==> config.mk <==
export PLATFORM = sky130hd
export DESIGN_NAME = imem_loader_flat
export DESIGN_NICKNAME = d
export VERILOG_FILES = /design/src/rtl/imem_loader_pkg.sv /design/src/rtl/imem_loader_if.sv /design/src/rtl/imem_loader_byte_to_word_packer.sv /design/src/rtl/imem_loader.sv /design/src/flat_wrapper.sv
export SDC_FILE = /design/constraint.sdc
export NUM_CORES = 1
export LEC_CHECK = 0
export ABC_AREA = 0
export CORE_ASPECT_RATIO = 0.7
export CORE_UTILIZATION = 45
export CTS_CLUSTER_SIZE = 30
export DETAILED_ROUTE_END_ITERATION = 12
export GPL_TIMING_DRIVEN = 0
export HOLD_SLACK_MARGIN = 0.12
export PLACE_DENSITY = 0.76
export SYNTH_ARGS = -nofsm -noshare
export SYNTH_HDL_FRONTEND = slang
export SYNTH_SLANG_ARGS = --single-unit
==> constraint.sdc <==
create_clock -name clk -period 6.11 [get_ports clk]
set_input_delay 1.222 -clock clk [delete_from_list [all_inputs] [get_ports clk]]
set_output_delay 1.222 -clock clk [all_outputs]
set_load 0.02 [all_outputs]
==> src/rtl/imem_loader_pkg.sv <==
// rtl/imem_loader_pkg.sv - shared loader state encoding and stream framing constants.
package imem_loader_pkg;

   typedef enum logic [2:0] {
      IDLE,
      LEN_LO,
      LEN_HI,
      PAYLOAD,
      CHECK,
      DONE,
      ERROR
   } state_t;

   localparam int unsigned HDR_BYTES      = 2;
   localparam int unsigned BYTES_PER_WORD = 4;

endpackage

==> src/rtl/imem_loader_if.sv <==
// rtl/imem_loader_if.sv - host byte stream plus imem write port bundled for the loader.
interface imem_loader_if;
   logic        s_valid;
   logic [7:0]  s_data;
   logic        s_ready;
   logic        imem_we;
   logic [31:0] imem_addr;
   logic [31:0] imem_wdata;

   modport master (output s_valid, s_data, input s_ready, imem_we, imem_addr, imem_wdata);
   modport slave  (input s_valid, s_data, output s_ready, imem_we, imem_addr, imem_wdata);
endinterface

==> src/rtl/imem_loader_byte_to_word_packer.sv <==
// rtl/imem_loader_byte_to_word_packer.sv - little-endian byte to 32-bit word assembler.
// Emits a one-cycle word_valid_o the cycle after the fourth byte of a word is taken.
module imem_loader_byte_to_word_packer
   import imem_loader_pkg::*;
(
   input  logic        clk,
   input  logic        reset,
   input  logic        byte_valid_i,
   input  logic [7:0]  byte_data_i,
   output logic        word_valid_o,
   output logic [31:0] word_o
);
   logic [1:0]  lane_q, lane_d;
   logic [31:0] shift_q, shift_d;
   logic [31:0] word_q, word_d;
   logic        valid_q, valid_d;

   always_comb begin
      lane_d  = lane_q;
      shift_d = shift_q;
      word_d  = word_q;
      valid_d = 1'b0;
      if (byte_valid_i) begin
         // Shifting in from the top leaves the first byte in [7:0] after four bytes.
         shift_d = {byte_data_i, shift_q[31:8]};
         lane_d  = lane_q + 2'd1;
         if (lane_q == 2'(BYTES_PER_WORD - 1)) begin
            word_d  = shift_d;
            valid_d = 1'b1;
         end
      end
   end

   always_ff @(posedge clk) begin
      if (reset) begin
         lane_q  <= '0;
         shift_q <= '0;
         word_q  <= '0;
         valid_q <= 1'b0;
      end else begin
         lane_q  <= lane_d;
         shift_q <= shift_d;
         word_q  <= word_d;
         valid_q <= valid_d;
      end
   end

   assign word_valid_o = valid_q;
   assign word_o       = word_q;
endmodule

==> src/rtl/imem_loader.sv <==
// rtl/imem_loader.sv - loads a length-prefixed program into imem, then releases core reset.
// IMEM_LOADER_CHECKSUM_EN adds a trailing XOR byte checked in CHECK before DONE.
module imem_loader
   import imem_loader_pkg::*;
#(
   parameter logic [31:0] BASE_ADDR   = 32'h0000_0000,
   parameter int unsigned DEPTH_WORDS = 256,
   parameter int unsigned LEN_W       = 16
) (
   input  logic  clk,
   input  logic  reset,
   input  logic  start,
   imem_loader_if.slave bus,
   output logic  core_reset,
   output logic  busy,
   output logic  done,
   output logic  error
);
   localparam logic [LEN_W:0] MAX_WORDS = (LEN_W + 1)'(DEPTH_WORDS);

   state_t           state_q, state_d;
   logic [7:0]       len_lo_q, len_lo_d;
   logic [LEN_W-1:0] len_q, len_d;
   logic [LEN_W-1:0] word_idx_q, word_idx_d;
   logic [LEN_W+1:0] byte_cnt_q, byte_cnt_d;
   logic [LEN_W-1:0] hdr_len;
   logic             accept;
   logic             word_valid;
   logic [31:0]      word;

`ifdef IMEM_LOADER_CHECKSUM_EN
   logic [7:0] xor_q, xor_d;
   localparam state_t PAYLOAD_END = CHECK;
`else
   localparam state_t PAYLOAD_END = DONE;
`endif

   assign busy        = state_q inside {LEN_LO, LEN_HI, PAYLOAD, CHECK};
   assign done        = (state_q == DONE);
   assign error       = (state_q == ERROR);
   assign core_reset  = ~done;
   assign bus.s_ready = busy;
   assign accept      = bus.s_valid & bus.s_ready;
   assign hdr_len     = LEN_W'({bus.s_data, len_lo_q});

   imem_loader_byte_to_word_packer u_packer (
      .clk          (clk),
      .reset        (reset),
      .byte_valid_i (accept && (state_q == PAYLOAD)),
      .byte_data_i  (bus.s_data),
      .word_valid_o (word_valid),
      .word_o       (word)
   );

   // word_idx_q still names the word being strobed; it advances on the strobe itself.
   assign bus.imem_we    = word_valid;
   assign bus.imem_wdata = word;
   assign bus.imem_addr  = BASE_ADDR + 32'({word_idx_q, 2'b00});

   always_comb begin
      state_d    = state_q;
      len_lo_d   = len_lo_q;
      len_d      = len_q;
      byte_cnt_d = byte_cnt_q;
      word_idx_d = word_idx_q;
`ifdef IMEM_LOADER_CHECKSUM_EN
      xor_d      = xor_q;
`endif
      if (word_valid) word_idx_d = word_idx_q + LEN_W'(1);
      case (state_q)
         IDLE, DONE, ERROR: begin
            if (start) begin
               state_d    = LEN_LO;
               byte_cnt_d = '0;
               word_idx_d = '0;
`ifdef IMEM_LOADER_CHECKSUM_EN
               xor_d      = '0;
`endif
            end
         end
         LEN_LO: begin
            if (accept) begin
               len_lo_d = bus.s_data;
               state_d  = LEN_HI;
            end
         end
         LEN_HI: begin
            if (accept) begin
               len_d = hdr_len;
               if ({1'b0, hdr_len} > MAX_WORDS) state_d = ERROR;
               else if (hdr_len == '0)          state_d = PAYLOAD_END;
               else                             state_d = PAYLOAD;
            end
         end
         PAYLOAD: begin
            if (accept) begin
               byte_cnt_d = byte_cnt_q + (LEN_W + 2)'(1);
`ifdef IMEM_LOADER_CHECKSUM_EN
               xor_d      = xor_q ^ bus.s_data;
`endif
               if (byte_cnt_d == {len_q, 2'b00}) state_d = PAYLOAD_END;
            end
         end
`ifdef IMEM_LOADER_CHECKSUM_EN
         CHECK: begin
            if (accept) state_d = (bus.s_data == xor_q) ? DONE : ERROR;
         end
`endif
         default: state_d = IDLE;
      endcase
   end

   always_ff @(posedge clk) begin
      if (reset) begin
         state_q    <= IDLE;
         len_lo_q   <= '0;
         len_q      <= '0;
         byte_cnt_q <= '0;
         word_idx_q <= '0;
`ifdef IMEM_LOADER_CHECKSUM_EN
         xor_q      <= '0;
`endif
      end else begin
         state_q    <= state_d;
         len_lo_q   <= len_lo_d;
         len_q      <= len_d;
         byte_cnt_q <= byte_cnt_d;
         word_idx_q <= word_idx_d;
`ifdef IMEM_LOADER_CHECKSUM_EN
         xor_q      <= xor_d;
`endif
      end
   end
endmodule

==> src/flat_wrapper.sv <==
// flat-port wrapper written by rule: the top's interface ports become plain ports
module imem_loader_flat import imem_loader_pkg::*;
#(
   parameter logic [31:0] BASE_ADDR   = 32'h0000_0000,
   parameter int unsigned DEPTH_WORDS = 256,
   parameter int unsigned LEN_W       = 16
)
  (clk, reset, start, core_reset, busy, done, error, bus_s_valid, bus_s_data, bus_s_ready, bus_imem_we, bus_imem_addr, bus_imem_wdata);
  imem_loader_if bus_i ();
  input  logic clk;
  input  logic reset;
  input  logic start;
  output logic core_reset;
  output logic busy;
  output logic done;
  output logic error;
  input wire logic [$bits(bus_i.s_valid)-1:0] bus_s_valid;
  input wire logic [$bits(bus_i.s_data)-1:0] bus_s_data;
  output wire logic [$bits(bus_i.s_ready)-1:0] bus_s_ready;
  output wire logic [$bits(bus_i.imem_we)-1:0] bus_imem_we;
  output wire logic [$bits(bus_i.imem_addr)-1:0] bus_imem_addr;
  output wire logic [$bits(bus_i.imem_wdata)-1:0] bus_imem_wdata;
  assign bus_i.s_valid = bus_s_valid;
  assign bus_i.s_data = bus_s_data;
  assign bus_s_ready = bus_i.s_ready;
  assign bus_imem_we = bus_i.imem_we;
  assign bus_imem_addr = bus_i.imem_addr;
  assign bus_imem_wdata = bus_i.imem_wdata;
  imem_loader #(.BASE_ADDR(BASE_ADDR), .DEPTH_WORDS(DEPTH_WORDS), .LEN_W(LEN_W)) u_core (.clk(clk), .reset(reset), .start(start), .bus(bus_i), .core_reset(core_reset), .busy(busy), .done(done), .error(error));
endmodule
[After elaboration in Yosys (flattened, before gate mapping)]
Cells that the tools add are included.
Word-level totals
  register bits: 128
  bits in latches: 0
  memory bits (writable): 0
  ROM bits: 0
  bits of input ports: 12
  output and inout bits: 70
  logic and storage cells: 56
  memories kept: 0
Cells by class
  $add $sub $neg: 3
  $mul: 0
  div/mod/pow operators: 0
  $lt $le $gt $ge: 1
  equality and inequality tests: 13
  shift-type cells: 0
  multiplexer cells: 15
  bitwise gates (word level): 3
  reduce and logical (&&, ||, !) cells: 12
Operators by type and width (number)
  $mux 16: 3
  $mux 18: 2
  $pmux 18 s2: 1
  $mux 3: 7
  $add 18x1->18 const B: 1
  $eq 18x18->1: 1
  $add 16x1->16 const B: 1
  $gt 16x9->1 const B: 1
  $logic_not 16->1: 1
  $pmux 3 s4: 1
  $eq 3x3->1 const B: 3
  $eq 3x2->1 const B: 2
  $ne 2x1->1 const B: 3
  $reduce_and 2->1: 3
  $reduce_and 5->1: 1
  $ne 2x2->1 const B: 2
  $reduce_bool 4->1: 1
  $eq 3x1->1 const B: 1
  $logic_not 3->1: 1
  $reduce_and 3->1: 1
  $reduce_or 3->1: 1
  $add 2x1->2 const B: 1
  $eq 2x2->1 const B: 1
  $not 1->1: 2
  5 further kinds: 5

[Longest topological paths before layout]
Gate-level depths: netlist of run 1.
  word-level depth: 6
  gate-level depth with buffers: 8
  depth with buffers taken out: 7

[By module]
A second synthesis of run 1 with hierarchy kept.
Unflattened totals
  cell total of the unflattened synthesis: 683
  area, all modules: 5963.2 um^2
By module, submodules not included
  imem_loader: times used 1, cells an instance 449, area an instance 3523.4 um^2, sequential area each 1221.2 um^2
  imem_loader_byte_to_word_packer: times used 1, cells an instance 234, area an instance 2439.8 um^2, sequential area each 1181.1 um^2

[Least setup slack after synthesis of run 1]
OpenSTA, ideal clock, no wires.
  path kind: input-to-reg
  from: input bus_s_valid
  to: register u_core.state_q[2]
  setup time: 84 ps
  data arrival time: 2589 ps
  data required time: 6026 ps
  slack: 3437 ps
  cell stages on the path: 5
  path buffers: 0
  cell sequence: or3_1 -> o21ai_0 -> or4_1 -> or4_1 -> o31ai_2
On the way
  cells in the longest elaborated chain, start to end: 3
  elaborated cells on any way between the ends: 5
  those cells by class: 3 x eq/ne; 1 x bitwise; 1 x reduce/logical
Ends and longest elaborated chain
  start, declared: line flat_wrapper.sv:17  | input wire logic [$bits(bus_i.s_valid)-1:0] bus_s_valid;
  $and 1x1->1 *: line imem_loader.sv:43  | assign accept = bus.s_valid & bus.s_ready;
  $ne 2x1->1 (no source line)
  $reduce_and 5->1 (no source line) *
  end signal, assigned: line imem_loader.sv:124  | state_q <= state_d;
  end, declared: line imem_loader.sv:21  | state_t state_q, state_d;
Every way passes the cells marked *; elsewhere a longest branch is shown, timed or not.
A chain may end at the register's enable or synchronous reset.

[Worst setup path after layout of run 1]
  from: register u_core.state_q[1]
  to: output busy
On the way
  cells in the longest elaborated chain, start to end: 2
  elaborated cells on any way between the ends: 5
  those cells by class: 4 x eq/ne; 1 x reduce/logical
Ends and longest elaborated chain
  $eq 3x1->1, or another cell as far along: line imem_loader.sv:38  | assign busy = state_q inside {LEN_LO, LEN_HI, PAYLOAD, CHECK};
  $reduce_bool 4->1 *: line imem_loader.sv:38
  end, declared: line flat_wrapper.sv:14  | output logic busy;
Marks and branches as above.

==> results.cfg, run 1 <==
[timing]
worst_slack_ns = 2.72
max_freq_mhz = 295
rsz0062_at_grt = false
fin_crit_ns = 3.39
setup_viol = 0
relSlewSlack = 0.266
finalCritPeriodShare = 0.554
setup-tns-final_ns = 0
drv_slew = 0
hold_viol = 0
worst_slew_pin_slew_ns = 1.10
final.setup_skew_ns = 0.00869

[floorplan]
die_w_um = 133
boundaryPins = 82
core_area_sq_um = 11700
start_util = 0.462
die_h_um = 93.8
row_count = 33
dieArea_sq_um = 12500

[layout]
n_fill_cell = 1036
synthToLayoutAreaGrowth_pct = 27.3
drive_gt1_frac = 0.0750
nets = 804
insertedDiodeCount = 0
utilization = 0.588

[power_and_ir_drop]
p_leak_uw = 0.00239
p_int_uw = 1600
power_uw = 2210
power.density_nw_per_um2 = 320
swShare = 0.274
p_comb_frac = 0.166
p_switching_uw = 605
ir_worst_vdd_mv = 0.263
clkPwrFrac = 0.458
p_seq_frac = 0.376

[global_route]
grt_pass1_wl_mm = 24.1
gr-total-overflow = 0
antenna_found_initial = 0
grt_pass1_vias = 4903
grt_max_degree = 17
track_usage = 0.249

[critical_path]
critPathLaunchType = flip-flop
crit_type = reg2out
cp.arrival_ns = 2.17
required_ns = 4.89
cp_max_fo = 10
worst_setup_path_end_kind = output pin

[clocking]
root_buffer = clkbuf_16
post-cts-setup-buffers = 0
clk-insertion-delay-late_ns = 0.42
cts.clk_slew.worst_paths_ns = 0.05
cts.path.max_buffers = 2
htreeDepth = 4
cts_sinks = 120
cts_tree = built
cts_hold_buf = 0
numCtsBuffers = 17
cts-resized-gates = 0

[placement]
port_buffers = 63
place_ws_ns = 2.42
place_hpwl_mm = 10.7
gp_congestion = 0.961

[min_path]
hold_class = reg2reg

[drt]
wirelength_mm = 15.0
wl_per_cell_um = 15.7
first_pass_iters = 6
first_iter_violations = 454
vias_per_cell = 5.44
drc = 0
ant_nets = 0
via_count = 5207

[yosys]
synth_cell_type_count = 53
synth_seq_cells = 120
synthArstFlopShare = 0
synth_area_sq_um = 5420
yosysWarnings = 0
avgSynthCellArea_sq_um = 7.83
syn_inst = 692
yosysSeqAreaShare = 0.443
synth_edf_count = 0
synth_top_flop_cell = dfxtp_1

[status]
status = finished clean

[run]
drv_cap = 0
logic make-up after synthesis:
logic type	share of synthesized area
AOI/OAI and AO/OA	0.152
DFF	0.443
adders and majority gates	0.00692
muxes	0.0166
xor gates and xnor gates	0.0598
other	0.000692
buffers and inverters	0.0607
and+or+nand+nor	0.260
metal layers:
layer,wire [um],track usage,vias to the layer above
met5,0,0,-
met4,194,0.0795,0
met3,1210,0.0690,25
met2,6540,0.387,184
met1,7090,0.335,2469
li1,-,-,2529
flip-flops by register name, indices dropped and copies added (netlist names):
name,count
u_core.byte_cnt_q,18
u_core.len_lo_q,8
u_core.len_q,16
u_core.state_q,3
u_core.u_packer.lane_q,2
u_core.u_packer.shift_q,24
u_core.u_packer.word_o,32
u_core.u_packer.word_valid_o,1
u_core.word_idx_q,16
layout by cell type, fill, tap and decap left out, types with 6 or more instances in the layout:
cell type and count:
buf_1 6, nor2_1 48, or3_1 8, nand2_1 169
buf_4 18, clkbuf_16 17, nand3_1 10, xnor2_1 21
and3_1 11, clkbuf_1 35, nand4_1 15, conb_1 16
clkdlybuf4s50_1 63, o21ai_0 22, nor3_1 9, nor4_1 7
dfxtp_1 120, xor2_1 16, mux2i_1 9, a21oi_1 99
inv_1 6
per-stage QoR:
step	cells	area [sq um]	hold WS (ns)
floorplan	707	5480	0.432
global placement	927	6300	0.439
detailed placement	927	6300	0.445
CTS	957	6900	0.452
global route	957	6900	0.473
finish	957	6900	0.451
power by group through the flow:
stage / clock network (uW) / registers (uW) / logic, uW
2_1_floorplan: 0 / 838 / 249
3_3_place_gp: 0 / 843 / 345
3_5_place_dp: 0 / 844 / 353
4_1_cts: 1010 / 828 / 360
5_1_grt: 1050 / 831 / 399
6_report: 1010 / 829 / 367
cells in the mapped netlist, types with 9 or more instances:
cell type	n	area (sq um)
mux2i_1	9	90.1
xor2_1	16	140
nor2_1	48	180
a21oi_1	99	495
nand4_1	15	93.8
o21ai_0	22	110
nand2_1	169	634
clkbuf_1	33	124
nand3_1	10	50.1
dfxtp_1	120	2400
nor3_1	9	45.0
buf_4	18	135
and3_1	11	68.8
xnor2_1	21	184
worst max-delay path: stages, from the launching register on:
cell,delay (ns)
dfxtp_1,0.34
clkbuf_1,0.34
nor2_1,0.13
xnor2_1,0.20
buf_4,0.14
clkdlybuf4s50_1,0.59
layout make-up:
cell class | count | area, sq um | share of cell area
plain buffers | 62 | 307 | 0.0444
clock buffers | 22 | 474 | 0.0687
clock inverters | 8 | 121 | 0.0176
inverters | 6 | 22.5 | 0.00326
multi-input cells | 519 | 2750 | 0.398
flip-flops and latches | 120 | 2400 | 0.348
well taps | 157 | 196 | 0.0285
repair buffers | 63 | 631 | 0.0914
path summary, 6_finish.rpt:
check	startpoint	end	slack (ns)	cells after the start
hold reg to reg	u_core.u_packer.word_o[7]	u_core.u_packer.word_o[7]	0.45	2
hold / removal	u_core.u_packer.word_o[7]	u_core.u_packer.word_o[7]	0.45	2
setup reg to reg	u_core.state_q[0]	u_core.byte_cnt_q[12]	3.31	8
setup / recovery	u_core.state_q[1]	busy	2.72	5
(Power assumes the default switching activity.)
==> run 2, diff against run 1 <==
Settings changed: PLACE_DENSITY 0.76 to 0.79.
Clock period 6.11 ns to 2.99 ns, I/O delays scaled along.
==> results.cfg, run 2 (same netlist as run 1, synthesis figures left out) <==
[timing]
relSlewSlack = 0.366
finalCritPeriodShare = 0.955
setup-tns-final_ns = 0
holdWs_ns = 0.452
drv_slew = 0
rsz0062_at_grt = false
final.setup_skew_ns = 0.00893
worst_slew_pin_slew_ns = 0.949
setup_viol = 0
max_freq_mhz = 350
fin_crit_ns = 2.86
worst_slack_ns = 0.134
hold_viol = 0

[global_route]
grt_pass1_wl_mm = 23.4
track_usage = 0.241
gr-total-overflow = 0
grt_pass1_vias = 4601
antenna_found_initial = 0
grt_max_degree = 17

[critical_path]
ff2ff_setup_slack_ns = 0.14
worst_setup_path_end_kind = output pin
critPathLaunchType = flip-flop
required_ns = 2.39
cp_max_fo = 10
cp.arrival_ns = 2.26
crit_type = reg2out
r2r_cells = 7
reg2reg_from = u_core.byte_cnt_q[3]
timing.rr.end = u_core.state_q[2]

[run]
drv_cap = 0

[clocking]
htreeDepth = 4
cts.clk_slew.worst_paths_ns = 0.06
numCtsBuffers = 17
clk-insertion-delay-late_ns = 0.42
cts.path.max_buffers = 2
cts-resized-gates = 0
cts_tree = built
root_buffer = clkbuf_16
cts_hold_buf = 0
post-cts-setup-buffers = 0
cts_sinks = 120

[layout]
final_cell_mix = 169 x nand2_1, 120 x dfxtp_1, 99 x a21oi_1, 63 x clkdlybuf4s50_1, 48 x nor2_1
largest_reg_flops = 32
insertedDiodeCount = 0
design_area_sq_um = 6880
utilization = 0.587
nets = 804
final_common_cell = nand2_1
drive_gt1_frac = 0.0786
synthToLayoutAreaGrowth_pct = 27.0

[placement]
post_dp_cell_area_sq_um = 6300
place_hpwl_mm = 10.2
place_ws_ns = -0.0583
gp_congestion = 0.932
port_buffers = 63

[min_path]
hold_end = u_core.u_packer.word_o[3]
min_path_cells = 2
hold_class = reg2reg
hp-start = u_core.u_packer.word_o[3]

[drt]
first_pass_iters = 5
drc = 0
wl_met2_mm = 5.96
wl_per_cell_um = 15.2
first_iter_violations = 509
met3_length_mm = 1.40
ant_nets = 0
via_count = 5193
vias_per_cell = 5.42
top_layer = met4
drt-met1-wl_mm = 7.05
wirelength_mm = 14.6

[floorplan]
dieArea_sq_um = 12500
die_h_um = 93.8
boundaryPins = 82
start_util = 0.462
core_area_sq_um = 11700
die_w_um = 133
row_count = 33

[power_and_ir_drop]
power.density_nw_per_um2 = 643
ir_worst_vdd_mv = 0.555
p_leak_uw = 0.00236

[status]
status = finished clean
run 2: changes by cell type in the layout (fill, tap and decap cells not counted), sizes merged:
cell / delta
inv: +2
clkinvlp: +5
clkbuf: -4
bufinv: -1
run 2: cell type report:
class,count,area [sq um]
buffer,62,307
clock buffer,18,429
clock inverter,14,150
fill,1055,4840
inverter,6,22.5
multi-input combinational,519,2750
sequential,120,2400
tap,157,196
timing repair buffer,63,631
run 2: worst max-delay path, stage by stage (launching register included):
cell and delay, ns:
dfxtp_1 0.34, clkbuf_1 0.40, inv_1 0.22, nor2_1 0.24, clkdlybuf4s50_1 0.64
run 2: through the flow:
step	instances	total power, uW
3_3_place_gp	927	2430
6_report	959	4430
5_1_grt	959	4580
3_5_place_dp	927	2440
4_1_cts	959	4410
2_1_floorplan	707	2220
run 2: metal layers:
metal | up-vias | global-route usage
li1 | 2530 | -
met3 | 21 | 0.0685
met5 | - | 0
met2 | 232 | 0.336
met1 | 2410 | 0.351
met4 | 0 | 0.0833
run 2: worst max path at each step:
stage | from | endpoint | slack, ns | depth (start not counted)
after floorplan | u_core.byte_cnt_q[6] | u_core.state_q[2] | 0.67 | 6
after global placement | bus_s_valid | u_core.state_q[2] | -0.11 | 6
after detailed placement | bus_s_valid | u_core.state_q[2] | -0.06 | 6
after CTS | u_core.state_q[2] | error | 0.20 | 4
after global routing | u_core.state_q[0] | done | 0.02 | 5
final | u_core.state_q[2] | error | 0.13 | 4
run 2: power by group:
part	total [uW]	switching (uW)	leakage, uW	internal (uW)
sequential	1690	39.0	0.000968	1650
combinational	743	485	0.00113	258
clock	1990	765	0.000265	1230
total	4430	1290	0.00236	3140
==> run 3, diff against run 2 <==
Settings changed: PLACE_DENSITY 0.79 to 0.76.
Clock period 2.99 ns to 3.49 ns, I/O delays scaled along.
==> results of run 3 <==
The final DEF is identical to that of run 1. Status: finished clean.
Main changes from that run: setup slack after placement 2.42 ns -> 0.322 ns; setup slack after layout 2.72 ns -> 0.627 ns; register-to-register setup slack 3.31 ns -> 0.69 ns; total power 2210 uW -> 3860 uW; worst IR drop on VDD 0.263 mV -> 0.461 mV
